File: src/rtl/latch_xlat_bank_pkg.sv
// Shared types and helpers for the latch_xlat_bank translator slice.
// Defines the output-enable state encoding and the delay counter sizing rule.
package latch_xlat_pkg;

    typedef enum logic [1:0] {
        OFF     = 2'd0,
        TURNON  = 2'd1,
        ON      = 2'd2,
        TURNOFF = 2'd3
    } oe_state_t;

    // The counter must be able to hold the larger delay value itself, and it is never zero bits wide.
    function automatic int dly_cnt_width(input int oe_dly, input int oz_dly);
        int m;
        int w;
        m = (oe_dly > oz_dly) ? oe_dly : oz_dly;
        w = $clog2(m + 1);
        return (w < 1) ? 1 : w;
    endfunction

endpackage

File: src/rtl/latch_xlat_bank_if.sv
// Capture/output bus of latch_xlat_bank; the slave modport is the translator side.
// Q_PAR exists only when LATCH_XLAT_PARITY_EN is defined.
interface latch_xlat_bank_if #(
    parameter int WIDTH = 9
);
    logic [WIDTH-1:0] D;
    logic             LEN;
    logic             MR;
    logic             OE_;
    logic             Q_RDY;
    logic             OVF_CLR;
    logic [WIDTH-1:0] Q;
    logic             Q_VLD;
    logic             Q_OE;
    logic             FULL;
    logic             OVF;
`ifdef LATCH_XLAT_PARITY_EN
    logic             Q_PAR;

    modport slave  (input  D, LEN, MR, OE_, Q_RDY, OVF_CLR,
                    output Q, Q_VLD, Q_OE, FULL, OVF, Q_PAR);
    modport master (output D, LEN, MR, OE_, Q_RDY, OVF_CLR,
                    input  Q, Q_VLD, Q_OE, FULL, OVF, Q_PAR);
`else
    modport slave  (input  D, LEN, MR, OE_, Q_RDY, OVF_CLR,
                    output Q, Q_VLD, Q_OE, FULL, OVF);
    modport master (output D, LEN, MR, OE_, Q_RDY, OVF_CLR,
                    input  Q, Q_VLD, Q_OE, FULL, OVF);
`endif
endinterface

File: src/rtl/latch_xlat_bank_fifo.sv
// Capture buffer for latch_xlat_bank: storage, wrapping pointers, occupancy count.
// A word arriving while full is only accepted if the head leaves in the same cycle.
module latch_xlat_fifo #(
    parameter int EW    = 9,
    parameter int DEPTH = 4
) (
    input  logic          CLK,
    input  logic          RST_,
    input  logic          clr,
    input  logic          push_req,
    input  logic          pop_req,
    input  logic [EW-1:0] wdata,
    output logic [EW-1:0] rdata,
    output logic          full,
    output logic          empty,
    output logic          drop
);
    localparam int AW = $clog2(DEPTH);
    localparam logic [AW:0] FULL_CNT = (AW + 1)'(DEPTH);

    logic [EW-1:0] mem [DEPTH];
    logic [AW-1:0] wr_ptr;
    logic [AW-1:0] rd_ptr;
    logic [AW:0]   count;
    logic          push;
    logic          pop;

    assign full  = (count == FULL_CNT);
    assign empty = (count == '0);
    assign pop   = pop_req && !clr && !empty;
    assign push  = push_req && !clr && (!full || pop);
    assign drop  = push_req && !clr && full && !pop;
    assign rdata = mem[rd_ptr];

    always_ff @(posedge CLK or negedge RST_) begin
        if (!RST_) begin
            wr_ptr <= '0;
            rd_ptr <= '0;
            count  <= '0;
        end else if (clr) begin
            wr_ptr <= '0;
            rd_ptr <= '0;
            count  <= '0;
        end else begin
            if (push) wr_ptr <= wr_ptr + 1'b1;
            if (pop)  rd_ptr <= rd_ptr + 1'b1;
            case ({push, pop})
                2'b10:   count <= count + 1'b1;
                2'b01:   count <= count - 1'b1;
                default: count <= count;
            endcase
        end
    end

    // Contents need no reset: the pointers and count alone decide what is visible.
    always_ff @(posedge CLK) begin
        if (push) mem[wr_ptr] <= wdata;
    end

endmodule

File: src/rtl/latch_xlat_bank.sv
// Clocked latch translator: buffered capture, output-enable sequencing, sticky overflow.
// Define LATCH_XLAT_PARITY_EN to store odd parity per entry and drive Q_PAR.
module latch_xlat_bank #(
    parameter int WIDTH  = 9,
    parameter int DEPTH  = 4,
    parameter int OE_DLY = 2,
    parameter int OZ_DLY = 2
) (
    input  logic               CLK,
    input  logic               RST_,
    latch_xlat_bank_if.slave   bus
);
    import latch_xlat_pkg::*;

`ifdef LATCH_XLAT_PARITY_EN
    localparam int EW = WIDTH + 1;
`else
    localparam int EW = WIDTH;
`endif
    localparam int CW = dly_cnt_width(OE_DLY, OZ_DLY);
    localparam logic [CW-1:0] OE_END = CW'(OE_DLY);
    localparam logic [CW-1:0] OZ_END = CW'(OZ_DLY);

    oe_state_t     state, state_nxt;
    logic [CW-1:0] cnt, cnt_nxt;
    logic [EW-1:0] wdata;
    logic [EW-1:0] head;
    logic          full;
    logic          empty;
    logic          drop;
    logic          q_vld;
    logic          pop;
    logic          ovf;

`ifdef LATCH_XLAT_PARITY_EN
    assign wdata     = {~^bus.D, bus.D};
    assign bus.Q_PAR = q_vld & head[WIDTH];
`else
    assign wdata = bus.D;
`endif

    assign q_vld     = (state == ON) && !empty;
    assign pop       = q_vld && bus.Q_RDY;
    assign bus.Q     = q_vld ? head[WIDTH-1:0] : '0;
    assign bus.Q_VLD = q_vld;
    assign bus.Q_OE  = (state == ON) || (state == TURNOFF);
    assign bus.FULL  = full;
    assign bus.OVF   = ovf;

    latch_xlat_fifo #(
        .EW    (EW),
        .DEPTH (DEPTH)
    ) u_fifo (
        .CLK      (CLK),
        .RST_     (RST_),
        .clr      (bus.MR),
        .push_req (bus.LEN),
        .pop_req  (pop),
        .wdata    (wdata),
        .rdata    (head),
        .full     (full),
        .empty    (empty),
        .drop     (drop)
    );

    // A new overflow in the same cycle as OVF_CLR wins, so no drop goes unreported.
    always_ff @(posedge CLK or negedge RST_) begin
        if (!RST_)            ovf <= 1'b0;
        else if (bus.MR)      ovf <= 1'b0;
        else if (drop)        ovf <= 1'b1;
        else if (bus.OVF_CLR) ovf <= 1'b0;
    end

    always_ff @(posedge CLK or negedge RST_) begin
        if (!RST_) begin
            state <= OFF;
            cnt   <= '0;
        end else begin
            state <= state_nxt;
            cnt   <= cnt_nxt;
        end
    end

    always_comb begin
        state_nxt = state;
        cnt_nxt   = cnt;
        case (state)
            OFF: begin
                if (!bus.OE_) begin
                    cnt_nxt   = '0;
                    state_nxt = (OE_DLY == 0) ? ON : TURNON;
                end
            end
            TURNON: begin
                if (bus.OE_) begin
                    state_nxt = OFF;
                    cnt_nxt   = '0;
                end else if (cnt == OE_END) begin
                    state_nxt = ON;
                    cnt_nxt   = '0;
                end else begin
                    cnt_nxt = cnt + 1'b1;
                end
            end
            ON: begin
                if (bus.OE_) begin
                    cnt_nxt   = '0;
                    state_nxt = (OZ_DLY == 0) ? OFF : TURNOFF;
                end
            end
            TURNOFF: begin
                if (!bus.OE_) begin
                    state_nxt = ON;
                    cnt_nxt   = '0;
                end else if (cnt == OZ_END) begin
                    state_nxt = OFF;
                    cnt_nxt   = '0;
                end else begin
                    cnt_nxt = cnt + 1'b1;
                end
            end
            default: begin
                state_nxt = OFF;
                cnt_nxt   = '0;
            end
        endcase
    end

endmodule

File: src/flat_wrapper.sv
// flat-port wrapper written by rule: the top's interface ports become plain ports
module latch_xlat_bank_flat import latch_xlat_pkg::*;
#(
    parameter int WIDTH  = 9,
    parameter int DEPTH  = 4,
    parameter int OE_DLY = 2,
    parameter int OZ_DLY = 2
)
  (CLK, RST_, bus_D, bus_LEN, bus_MR, bus_OE_, bus_Q_RDY, bus_OVF_CLR, bus_Q, bus_Q_VLD, bus_Q_OE, bus_FULL, bus_OVF);
  latch_xlat_bank_if #(.WIDTH(WIDTH)) bus_i ();
  input  logic CLK;
  input  logic RST_;
  input wire logic [$bits(bus_i.D)-1:0] bus_D;
  input wire logic [$bits(bus_i.LEN)-1:0] bus_LEN;
  input wire logic [$bits(bus_i.MR)-1:0] bus_MR;
  input wire logic [$bits(bus_i.OE_)-1:0] bus_OE_;
  input wire logic [$bits(bus_i.Q_RDY)-1:0] bus_Q_RDY;
  input wire logic [$bits(bus_i.OVF_CLR)-1:0] bus_OVF_CLR;
  output wire logic [$bits(bus_i.Q)-1:0] bus_Q;
  output wire logic [$bits(bus_i.Q_VLD)-1:0] bus_Q_VLD;
  output wire logic [$bits(bus_i.Q_OE)-1:0] bus_Q_OE;
  output wire logic [$bits(bus_i.FULL)-1:0] bus_FULL;
  output wire logic [$bits(bus_i.OVF)-1:0] bus_OVF;
  assign bus_i.D = bus_D;
  assign bus_i.LEN = bus_LEN;
  assign bus_i.MR = bus_MR;
  assign bus_i.OE_ = bus_OE_;
  assign bus_i.Q_RDY = bus_Q_RDY;
  assign bus_i.OVF_CLR = bus_OVF_CLR;
  assign bus_Q = bus_i.Q;
  assign bus_Q_VLD = bus_i.Q_VLD;
  assign bus_Q_OE = bus_i.Q_OE;
  assign bus_FULL = bus_i.FULL;
  assign bus_OVF = bus_i.OVF;
  latch_xlat_bank #(.WIDTH(WIDTH), .DEPTH(DEPTH), .OE_DLY(OE_DLY), .OZ_DLY(OZ_DLY)) u_core (.CLK(CLK), .RST_(RST_), .bus(bus_i));
endmodule
File: config.mk
export PLATFORM = sky130hd
export DESIGN_NAME = latch_xlat_bank_flat
export DESIGN_NICKNAME = d
export VERILOG_FILES = /design/src/rtl/latch_xlat_bank_pkg.sv /design/src/rtl/latch_xlat_bank_if.sv /design/src/rtl/latch_xlat_bank_fifo.sv /design/src/rtl/latch_xlat_bank.sv /design/src/flat_wrapper.sv
export SDC_FILE = /design/constraint.sdc
export NUM_CORES = 1
export LEC_CHECK = 0
export CORE_ASPECT_RATIO = 0.9
export CORE_MARGIN = 2
export CORE_UTILIZATION = 49
export DETAILED_ROUTE_END_ITERATION = 10
export PLACE_DENSITY = 0.73
export SYNTH_ARGS = -nofsm -noshare
export SYNTH_HDL_FRONTEND = slang
export SYNTH_SLANG_ARGS = --single-unit
File: constraint.sdc
create_clock -name CLK -period 2.8 [get_ports CLK]
set_input_delay 0.42 -clock CLK [delete_from_list [all_inputs] [get_ports CLK]]
set_output_delay 0.42 -clock CLK [all_outputs]
set_load 0.02 [all_outputs]
Word level (Yosys, flattened, before mapping)
Memories as Yosys holds them, arrays and structs flattened.
Index checks and enable logic that the tools add are counted.
Widths: inputs -> output; s select.

operators by class
  add/subtract/negate cells = 5
  multipliers = 0
  divide/modulo/power cells = 0
  $lt $le $gt $ge = 0
  equality and inequality tests = 11
  shifts and indexed selects = 0
  muxes and demuxes = 25
  bitwise operators = 0
  reduce and logical (&&, ||, !) cells = 22

operators by type and width
  operator             number
  $mux 2               15
  $pmux 2 s4           2
  $mux 9               1
  $eq 2x2->1 const B   4
  $logic_and 1x1->1    8
  $add 2x1->2 const B  3
  $pmux 3 s2           1
  $reduce_bool 3->1    2
  $mux 1               5
  $eq 2x1->1 const B   2
  $logic_not 1->1      4
  $ne 2x2->1 const B   2
  $reduce_and 4->1     1
  $reduce_bool 2->1    2
  $add 3x1->3 const B  1
  $eq 3x3->1 const B   1
  $logic_not 3->1      1
  $mux 3               1
  $ne 3x2->1 const B   1
  $ne 3x3->1 const B   1
  $sub 3x1->3 const B  1
  $logic_not 2->1      1
  $logic_or 1x1->1     2
  $reduce_and 2->1     1

storage, ports and cells
  register bits after elaboration = 12
  bits in latches = 0
  memory bits (writable) = 36
  memory bits (read-only) = 0
  output and inout bits = 13
  word-level logic and storage cells = 70
  memories = 1

memories
  name               depth  width  rd ports  clocked after memory_dff  write ports  line                        source
  u_core.u_fifo.mem  4      9      1         0                         1            latch_xlat_bank_fifo.sv:21  logic [EW-1:0] mem [DEPTH];

Logic depth before layout (Yosys ltp)
Gate-level depths: netlist (run 1).

  word-level depth = 11
  gate-level depth with buffers = 7
  mapped depth without buffers = 6

Hierarchy
A second synthesis (run 1) with hierarchy kept.

unflattened totals
  cell total of the unflattened synthesis = 144
  area, all modules = 2213.4 sq um

modules (own cells, without submodules)
  module           times used  cells an instance  area each (sq um)  seq. area each (sq um)
  latch_xlat_fifo  1           112                1903.1             1256.2
  latch_xlat_bank  1           32                 310.3              125.1

Worst setup path after synthesis (run 1)
OpenSTA, ideal clock, no wires.

  path type = reg-to-reg
  start point = register u_core.u_fifo.count[2]
  end point = register u_core.u_fifo.count[2]
  library setup time = 0.137 ns
  data arrival time = 1.843 ns
  required time = 2.663 ns
  slack = 0.821 ns
  cell stages (with the launch flop) = 8
  cells stage by stage = dfrtp_1 > buf_4 > nor3_1 > nor4_1 > fa_1 > or3_1 > nand3_1 > a31oi_1

on the way
  word-level cells in the longest chain between the ends = 11
  elaborated cells on any way between the ends = 17
  those cells by class = 2 x add/sub; 3 x eq/ne; 2 x mux; 10 x reduce/logical

ends and longest elaborated chain
  item                                      line                                               source
  from (decl)                               latch_xlat_bank_fifo.sv:24                         logic [AW:0] count;
  from (signal assigned)                    latch_xlat_bank_fifo.sv:48                         2'b10: count <= count + 1'b1;
  from (signal assigned)                    latch_xlat_bank_fifo.sv:49                         2'b01: count <= count - 1'b1;
  from (signal assigned)                    latch_xlat_bank_fifo.sv:50                         default: count <= count;
  $logic_not 3->1                           latch_xlat_bank_fifo.sv:29                         assign empty = (count == '0);
  $logic_not 1->1                           latch_xlat_bank_fifo.sv:30, latch_xlat_bank.sv:42
  $logic_and 1x1->1                         latch_xlat_bank.sv:42                              assign q_vld = (state == ON) && !empty;
  $logic_and 1x1->1                         latch_xlat_bank.sv:43                              assign pop = q_vld && bus.Q_RDY;
  $logic_and 1x1->1 (2 in series)           latch_xlat_bank_fifo.sv:30                         assign pop = pop_req && !clr && !empty;
  $logic_or 1x1->1                          latch_xlat_bank_fifo.sv:31                         assign push = push_req && !clr && (!full || pop);
  $logic_and 1x1->1                         latch_xlat_bank_fifo.sv:31
  $eq 2x1->1 or $eq 2x2->1 (tied branches)  latch_xlat_bank_fifo.sv:47                         case ({push, pop})
  $pmux 3 s2                                latch_xlat_bank_fifo.sv:47
  $mux 3                                    latch_xlat_bank_fifo.sv:40                         end else if (clr) begin

Parallel ways exist; a longest one is shown, timed or not.
A chain may end at the register's enable or synchronous reset.

Worst setup path in the final report (run 1)
  start point = register u_core.u_fifo.count[0]
  end point = output port bus_Q[5]

on the way
  word-level cells in the longest chain between the ends = 4

ends and longest elaborated chain
  item               line                        source
  $logic_not 3->1    latch_xlat_bank_fifo.sv:29
  $logic_not 1->1    latch_xlat_bank.sv:42
  $logic_and 1x1->1  latch_xlat_bank.sv:42
  $mux 9             latch_xlat_bank.sv:44       assign bus.Q = q_vld ? head[WIDTH-1:0] : '0;
  to (decl)          flat_wrapper.sv:19          output wire logic [$bits(bus_i.Q)-1:0] bus_Q;

Every way passes these cells.

==> results of run 1 <==
## sequential cells by signal (all words and copies together), names as in the netlist, named ones only
register              flops
u_core.u_fifo.rd_ptr      2
u_core.cnt                2
u_core.bus.OVF            1
u_core.u_fifo.wr_ptr      2
u_core.state              1
u_core.u_fifo.mem        36
u_core.u_fifo.count       3
## cells in the final DEF, fill, tap and decap left out, types with 3 or more instances in the layout
master | netlist | final
edfxtp_1 | 36 | 36
clkdlybuf4s50_1 | 0 | 28
dfrtp_1 | 12 | 12
mux4_2 | 9 | 9
nor2b_1 | 9 | 9
nor2_1 | 9 | 9
and2_1 | 6 | 6
inv_1 | 5 | 5
clkbuf_8 | 0 | 5
xnor2_1 | 4 | 4
ha_1 | 4 | 4
nand3b_1 | 3 | 3
nand3_1 | 3 | 3
buf_4 | 1 | 3
## layer usage
layer  up-vias  GRT usage (%)
li1        580              -
met1       610           22.0
met2        25           29.8
met3         6           4.84
met4         0           6.14
met5         -              0
## final cells by class
cell class	count	share of cell area, %
Clock buffer	5	2.68
Inverter	5	0.731
Sequential cell	48	53.8
Timing Repair Buffer	31	11.8
Multi-Input combinational cell	78	27.0
Clock inverter	3	1.66
Tap cell	48	2.34
## worst register-to-register path, stage by stage (launching register included)
cell,delay (ps)
dfrtp_1,480
nor3_1,440
nor4_1,120
fa_1,470
or3_1,390
nand3_1,90
a31oi_1,80
## per-stage QoR
| stage | utilization (%) | cell area, um2 |
|---|---|---|
| after floorplan | - | 2120 |
| after global placement | 59.5 | 2450 |
| after detailed placement | 59.5 | 2450 |
| after CTS | 62.2 | 2570 |
| after global routing | 62.2 | 2570 |
| final | 62.2 | 2570 |
## worst min path at each step
stage               cells past startpoint                         end  slack [ps]     startpoint
floorplan                               0  asynchronous set/reset pin         120           RST_
global placement                        1               u_core.cnt[1]         510  u_core.cnt[0]
detailed placement                      1               u_core.cnt[1]         510  u_core.cnt[0]
CTS                                     1     u_core.u_fifo.wr_ptr[0]         490           RST_
global route                            1               u_core.cnt[1]         510           RST_
finish                                  1     u_core.u_fifo.wr_ptr[0]         470           RST_
## logic make-up after synthesis
family | synth area share [%]
flip-flops | 65.0
AND/OR/NAND/NOR | 12.5
AO/OA/AOI/OAI | 4.59
buffers and inverters | 2.41
multiplexers | 10.5
adder cells (fa/ha/maj) | 3.30
XOR/XNOR | 1.65
## power breakdown
part	switching [uW]	total, uW	internal [uW]
registers	54.7	879	825
logic	216	441	225
clock network	230	494	265
total	500	1810	1310
## timing repair
item,4_1_cts,5_1_grt
setup endpoints to repair,0,10
hold endpoints to repair,0,0
buffers inserted,0,0
gates resized for setup,0,1
==> summary.md, run 1 <==
| Metric | Value |
|---|---|
| Final setup fails | 0 |
| FP Rows | 22 |
| Inserted Clock Buffers | 5 |
| Largest net degree at the start of global routing | 16 |
| Crit path cell chain | nor3_1, or3b_4, nor2b_1, clkdlybuf4s50_1 |
| Outcome | completed |
| DRC | 0 |
| Setup TNS Final | 0 ps |
| Hold_buf cts | 0 |
| First-pass DRT Iterations | 4 |
| Reg2reg end | u_core.u_fifo.count[2] |
| End of the critical path | bus_Q[5] |
| Metal3 WL | roughly 140 um |
| Die ar. | 4880 um2 |
| Root Buffer | clkbuf_8 |
| Final hold vios | 0 |
| Pre-CTS setup slack | 348 ps |
| Final worst clock skew | around 6.2 ps |
| Die span in y | 66.5 um |
| Clock Latency Late Sink | 300 ps |
| Placed cell count | 210 |
| Post-DP HPWL | 2.62 mm |
| Core area | 4130 um2 |
| Max Slew Vio Count | 0 |
| Top Metal Used | met4 |
| Post-Synthesis Cells | roughly 140 |
| Worst-path fanout max | 10 |
| CTS tree | yes |
| Synth top area cells | edfxtp_1 51%, dfrtp_1 14%, mux4_2 9.5% |
| Static Leak | 0.000893 uW |
| Vias | approximately 1200 |
| Final WL | 3.67 mm |
| Vias/cell | 5.60 |
| Critical R2R Launch | u_core.u_fifo.count[0] |
| PnR worst setup slack | 185 ps |
| Share of cells above drive strength 1 | 13.5% |
| DR iter-0 viols | a little over 80 |
| Relative slew slack | a little over three fifths |
| #FFs+latches synth | 48 |
| Worst VDD drop | 477 uV |
| CP delay by family, top | simple AND/OR/NAND/NOR gates |
| Multi-input gate area | 694 um2 |
| Routed length per placed instance | 16.8 um |
| Fillers | 313 |
| Vias in the first global route | 1313 |
| MaxCap Viol Count | 0 |
| Final Critical Period | 2620 ps |
| FF+latch area | approximately 1400 um2 |
| Synth Warn # | 0 |
| Worst slew pin tran | around 560 ps |
| ANT cells | 0 |
| Chip width | 73.4 um |
| Startpoint class of the critical path | flip-flop |
| Cell count along the critical path | 4 |
| Worst Path Buf+Inv | 1 |
| GRT Util Overall | approximately 18% |
| Global-route wire length before repair | 6.23 mm |
| Maximum clock rate | 382 MHz |
| CTS sink count | between 40 and 50 |
| NumNets Final | 190 |
| ANT nets after route | 0 |
| Total grt overflow | 0 |
| Hold slack | 469 ps |
| Slowest-stage cell, CP | clkdlybuf4s50_1 |
| Finished Layout Cells | 218 |
| Post-Syn Area | 2120 um2 |
| Commonest cells in the netlist | 36 x edfxtp_1, 12 x dfrtp_1, 9 x mux4_2, 9 x nor2_1, 9 x nor2b_1 |
| Syn_nets | 159 |
| Post-synth EDFFs | 36 |
| R2R cell count | 6 |
| Top cell type's share of synthesized area | 50.9% |
| Worst min-delay path category | in2async |
| Worst path max stage delay | 620 ps |
| Met2 wire length | 1.87 mm |
| Reg-to-reg slack, setup | 610 ps |
| Pwr dens | 706 nW/um2 |
| Total power | between 1500 and 2000 uW |
| Initial antenna violation count | 0 |
| CTS max path bufs | 2 |
| M1 WL | around 1.6 mm |
| Crit path required time | 2380 ps |
| Clock Pin Slew Worst Setup and Hold Paths | 90 ps |
| Count leader, synth | edfxtp_1 |
| Critical Path End Type | output pin |
| Leading area contributor after synthesis | edfxtp_1 |
| Netlist cell types | 38 |
| RD Place Congestion | between 0.8 and 0.9 |
| CTS H-tree depth | 2 |
| Final period util | 93.4% |
| Register area share after synthesis | 65.0% |
| Area grow syn2layout | 20.9% |
| CP Launch Point | u_core.u_fifo.count[0] |
| Arr. time, crit path | ~2200 ps |
| RSZ-0062 raised after global routing | no |
| Crit path kind | reg2out |
| Ys flop type | edfxtp_1 |
| Synthesized area per cell | 15.4 um2 |
| Initial Util | between 50% and 60% |
| Asr flop ratio synth | about a quarter |
| Total I/O pin count | 29 |
| PortBufs | 28 |
Power figures use the tool's default switching activity.
==> run 2: changes to the inputs <==
CORE_UTILIZATION = 54   (was 49)
PLACE_DENSITY = 0.79   (was 0.73)
clock period = 2.5 ns   (was 2.8 ns; I/O delays follow)
==> run 2 against run 1 <==
  * Final area up 2.4%
  * Routed wire length up 3.9%
  * Non-clock buffer count up 8
  * Sequential share of layout area down 1.2 points
  * Final cell count up 2.8%
  * Flip-flop and latch count unchanged
  * Critical endpoint is now bus_Q[3]
  * Utilization up 7.8 points
  * Sequential power up 11%
  * Global-route usage up 1.4 points
  * Clock power up 8.1%
  * Clock skew up 2.9 ps
==> summary.md, run 2 (synthesized netlist as in run 1, its figures left out) <==
| Metric | Value |
|---|---|
| Setup TNS Final | 0 ps (unchanged) |
| Root Buffer | clkbuf_8 (unchanged) |
| CTS sink count | 48 (unchanged) |
| Die ar. | 4450 um2 (was 4880 um2) |
| Inserted Clock Buffers | 5 (unchanged) |
| Area grow syn2layout | 23.9% (was 20.9%) |
| Startpoint class of the critical path | flip-flop (unchanged) |
| CTS tree | yes (unchanged) |
| Routed length per placed instance | 17.0 um (was 16.8 um) |
| Commonest non-fill, non-tap cells in the layout | 36 x edfxtp_1, 27 x clkdlybuf4s50_1, 11 x dfrtp_1, 11 x buf_4 (was 36 x edfxtp_1, 28 x clkdlybuf4s50_1, 12 x dfrtp_1) |
| Arr. time, crit path | 2060 ps (was 2200 ps) |
| Leading cell type in the layout, fill and taps excluded | edfxtp_1 (unchanged) |
| Vias/cell | 5.76 (was 5.60) |
| Post-DP HPWL | 2.74 mm (was 2.62 mm) |
| Total I/O pin count | 29 (unchanged) |
| Outcome | completed (unchanged) |
| ANT cells | 0 (unchanged) |
| Max FFs per register | 36 (unchanged) |
| Worst-path fanout max | 10 (unchanged) |
| CP delay by family, top | simple AND/OR/NAND/NOR gates (unchanged) |
| PortBufs | 28 (unchanged) |
| Initial antenna violation count | 0 (unchanged) |
| DR iter-0 viols | 93 (was 83) |
| ANT nets after route | 0 (unchanged) |
| Max Slew Vio Count | 0 (unchanged) |
| Final worst clock skew | 9.11 ps (was 6.17 ps) |
| GRT Util Overall | 19.1% (was 17.7%) |
| Placed Area | 2510 um2 (was 2450 um2) |
| Share of cells above drive strength 1 | 18.5% (was 13.5%) |
| Worst VDD drop | 426 uV (was 477 uV) |
| Vias | 1291 (was 1221) |
| Hold slack | 446 ps (was 469 ps) |
| Final period util | 97.2% |
| CTS max path bufs | 2 (unchanged) |
| CP Launch Point | u_core.u_fifo.count[2] (was u_core.u_fifo.count[0]) |
| Crit path required time | 2120 ps (was 2380 ps) |
| DRC | 0 (unchanged) |
| Total power | 2040 uW (was 1810 uW) |
| CTS H-tree depth | 2 (unchanged) |
| MaxCap Viol Count | 0 (unchanged) |
| Relative slew slack | 61.6% (was 62.8%) |
| First-pass DRT Iterations | 4 (unchanged) |
| Die span in y | 63.5 um (was 66.5 um) |
| Initial Util | 56.5% (was 51.5%) |
| Worst slew pin tran | 575 ps (was 556 ps) |
| Static Leak | 0.000951 uW (was 0.000893 uW) |
| Core area | 3760 um2 (was 4130 um2) |
| NumNets Final | 198 (was 190) |
| Pwr dens | 775 nW/um2 (was 706 nW/um2) |
| # Post-CTS Setup Buffers | 0 (unchanged) |
| Top flop regs | u_core.u_fifo.mem: 36 flops, u_core.u_fifo.count: 3 flops (unchanged) |
| Clock Pin Slew Worst Setup and Hold Paths | 90 ps (about the same) |
| Final WL | 3.81 mm (was 3.67 mm) |
| Crit path kind | reg2out (unchanged) |
| FP Rows | 21 (was 22) |
| Final hold vios | 0 (unchanged) |
| Largest reg by FF count | u_core.u_fifo.mem (unchanged) |
| Maximum clock rate | just over 400 MHz |
| Vias in the first global route | 1363 (was 1313) |
| Critical R2R Launch | u_core.u_fifo.count[2] (was u_core.u_fifo.count[0]) |
| Total grt overflow | 0 (unchanged) |
| Final Critical Period | 2430 ps |
| Slowest-stage cell, CP | clkdlybuf4s50_1 (unchanged) |
| Largest net degree at the start of global routing | 15 (was 16) |
| Worst Path Buf+Inv | 1 (unchanged) |
| Worst min-delay path category | in2async (unchanged) |
| Hold_buf cts | 0 (unchanged) |
| Final setup fails | 0 (unchanged) |
| Worst path max stage delay | 610 ps (was 620 ps) |
| RD Place Congestion | 0.771 (was 0.876) |
| Crit path cell chain | nor3_2, or3b_4, nor2b_1, clkdlybuf4s50_1 (was nor3_1, or3b_4, nor2b_1, clkdlybuf4s50_1) |
| Global-route wire length before repair | 6.42 mm (was 6.23 mm) |
| Chip width | 70.1 um (was 73.4 um) |
| Clock Latency Late Sink | 290 ps (was 300 ps) |
| Critical Path End Type | output pin (unchanged) |
| Final Cell Area | 2630 um2 (was 2570 um2) |
run 2: changes by cell type in the layout (fill, tap and decap cells not counted), sizes merged:
cell           change
clkbuf             +1
dlymetal6s2s       +1
clkdlybuf4s50      -1
clkinv             -1
buf                +8
run 2: through the flow:
stage	setup slack, ps	util [%]	cells
after global routing	-2.55	70.0	224
after global placement	240	66.9	216
final	69.8	70.0	224
after detailed placement	111	66.9	216
after floorplan	521	-	138
after CTS	1.41	69.8	224
run 2: layout make-up:
cell class,instances,area (um2)
Clock buffer,6,72.6
Sequential cell,48,1380
Fill cell,249,1130
Clock inverter,2,35.0
Multi-Input combinational cell,78,699
Tap cell,46,57.6
Inverter,5,18.8
Timing Repair Buffer,39,365
run 2: worst paths after layout:
kind                                                end  slack [ps]  cells past startpoint
worst max-delay path                           bus_Q[3]          70                      4
worst min-delay path            u_core.u_fifo.rd_ptr[1]         450                      1
worst max register to register   u_core.u_fifo.count[2]         430                      6
worst min register to register            u_core.cnt[1]         530                      1
max in group asynchronous        u_core.u_fifo.count[2]        1650                      1
min in group CLK                          u_core.cnt[1]         530                      1
run 2: power by group:
| group | switching, uW | leakage, uW | internal, uW |
|---|---|---|---|
| combinational | 255 | 0.000412 | 270 |
| clock | 237 | 0.0000552 | 297 |
| sequential | 56.2 | 0.000484 | 924 |
run 2: repair_timing:
action | 4_1_cts | 5_1_grt
endpoints found under the hold margin | 0 | 0
gates cloned | 0 | 0
setup endpoints to repair | 10 | 10
resized for setup | 2 | 2
run 2: per-layer routing:
layer | routed length (um) | global-route usage [%]
met5 | 0 | 0
met4 | 42 | 5.77
met3 | 182 | 4.80
met2 | 2030 | 32.9
met1 | 1560 | 23.9
==> variant: new RTL, settings of run 2 <==
`OE_DLY` is set to 2 in 2 places; all go to 4.
--- a/src/rtl/latch_xlat_bank.sv
+++ b/src/rtl/latch_xlat_bank.sv
@@ -4,5 +4,5 @@
     parameter int WIDTH  = 9,
     parameter int DEPTH  = 4,
-    parameter int OE_DLY = 2,
+    parameter int OE_DLY = 4,
     parameter int OZ_DLY = 2
 ) (
--- a/src/flat_wrapper.sv
+++ b/src/flat_wrapper.sv
@@ -4,5 +4,5 @@
     parameter int WIDTH  = 9,
     parameter int DEPTH  = 4,
-    parameter int OE_DLY = 2,
+    parameter int OE_DLY = 4,
     parameter int OZ_DLY = 2
 )
Check against the original RTL: not equivalent (Yosys sat finds a counterexample within 10 cycles, from zero or initial values and one cycle with RST_ low).
==> variant against run 2 <==
Setup slack improved by 0.024 ns; critical path depth unchanged; design area increased by 8.6%; total power grew 11%; sequential cell count rose by 1; global-route usage increased by 1.2 points; sequential share of layout area is 3.3 points lower; worst hold slack got worse by 0.0031 ns; count of clock-buffer cells in the layout down 1; area after synthesis is 8.5% higher; die area up 8.0%; register-to-register slack worse by 0.12 ns; wire length increased by 11%; highest routed layer unchanged.
==> variant: results <==
metrics = {
    "final_layout": {
        "nFillCells": 278,
        "drive_gt1_frac": 0.191,
        "final_net_count": 233,
        "finish.utilization": 0.696,
        "fin_cells": 257,
        "largest_registers": "u_core.u_fifo.mem x36, u_core.cnt x3, u_core.u_fifo.count x3",
    },
    "global_routing": {
        "grtUsageTotal": 0.203,
        "grtUsageMet1": 0.265,
        "gr-usage-met3": 0.0503,
        "grt_pass1_vias": 1436,
        "grtUsageMet2": 0.335,
        "grt_pass1_wl_um": 7040,
    },
    "route": {
        "wl_met1_um": 1830,
        "wl_met3_um": 173,
        "wl_per_cell_um": 16.5,
        "wl_met2_um": 2180,
        "drt_iter0_markers": 139,
        "routed.top_layer": "met4",
        "vias_per_cell": 5.69,
    },
    "worst_setup_path": {
        "crit_end": "bus_Q[7]",
        "r2r-start": "u_core.state[0]",
        "rr_worst_depth": 8,
        "r2r_slack_ns": 0.31,
        "cp.arrival_ns": 2.03,
        "crit_start": "u_core.u_fifo.rd_ptr[0]",
        "crit_path_max_fanout": 9,
    },
    "synth": {
        "synthMuxAreaShare": 0.106,
        "synthArstFlopShare": 0.265,
        "netlist_top_cells_area": "edfxtp_1 47%, dfrtp_1 14%, mux4_2 8.8%",
        "synth_compound_area_frac": 0.0505,
        "synthAdderAreaFrac": 0.0521,
        "ys_top_cells_by_count": "36 x edfxtp_1, 13 x dfrtp_1, 12 x nor2_1, 9 x mux4_2, 9 x nor2b_1",
        "ys_seq_area_frac": 0.610,
        "synthXorXnorAreaFrac": 0.0228,
        "synth_nets": 189,
    },
    "sta": {
        "fin_tns_setup_ns": 0,
        "finClkSkew_ns": 0.0108,
        "slew_headroom": 0.596,
        "min_period_ns": 2.41,
    },
    "clock_tree": {
        "clk_latency_ns": 0.31,
    },
    "placement": {
        "pre_cts_ws_ns": 0.0722,
        "dp.cells": 246,
        "gp_congestion": 0.813,
    },
    "status": {
        "outcome": "finished clean",
    },
    "power": {
        "power.leakage_nw": 1.09,
    },
}
-- variant: kinds of logic (layout without fill, tap and decap cells) --
logic type	count (synthesis)	after routing
adders and majority gates	9	9
DFF	49	49
and+or+nand+nor	52	52
muxes	13	13
AOI/OAI and AO/OA	19	19
xor gates and xnor gates	6	6
buffers and inverters	16	61
-- variant: repair_timing --
action	CTS	global route
endpoints found under the setup margin	7	7
buffers inserted	2	1
pin swaps	0	0
resized for setup	2	2
-- variant: cell type report --
cell class	count	share of cell area
well taps	48	0.0210
flip-flops and latches	49	0.493
clock buffers	5	0.0241
multi-input cells	99	0.290
clock inverters	3	0.00745
inverters	7	0.00920
repair buffers	46	0.156
-- variant: worst max-delay path: stages, from the launching register on --
cell and delay [ns]:
dfrtp_1 0.39, buf_12 0.16, mux4_2 0.49, nor2b_1 0.15
clkdlybuf4s50_1 0.54
-- variant: worst min path at each step --
stage               slack (ns)                         end  cells after the start            from
floorplan                 0.08  asynchronous set/reset pin                      0            RST_
global placement          0.53              u_core.bus.OVF                      2  u_core.bus.OVF
detailed placement        0.53              u_core.bus.OVF                      2  u_core.bus.OVF
CTS                       0.46  asynchronous set/reset pin                      1            RST_
global route              0.50             u_core.state[0]                      1            RST_
finish                    0.44      u_core.u_fifo.count[0]                      1            RST_
-- variant: power breakdown --
part	internal, mW	leakage, nW	switching (mW)
registers	0.940	0.495	0.0504
logic	0.408	0.546	0.410
clock network	0.199	0.0445	0.265
-- variant: through the flow --
| step | instance area, µm² | hold slack (ns) |
|---|---|---|
| 2_1_floorplan | 2300 | 0.0794 |
| 3_3_place_gp | 2730 | 0.526 |
| 3_5_place_dp | 2730 | 0.531 |
| 4_1_cts | 2840 | 0.464 |
| 5_1_grt | 2860 | 0.505 |
| 6_report | 2860 | 0.443 |
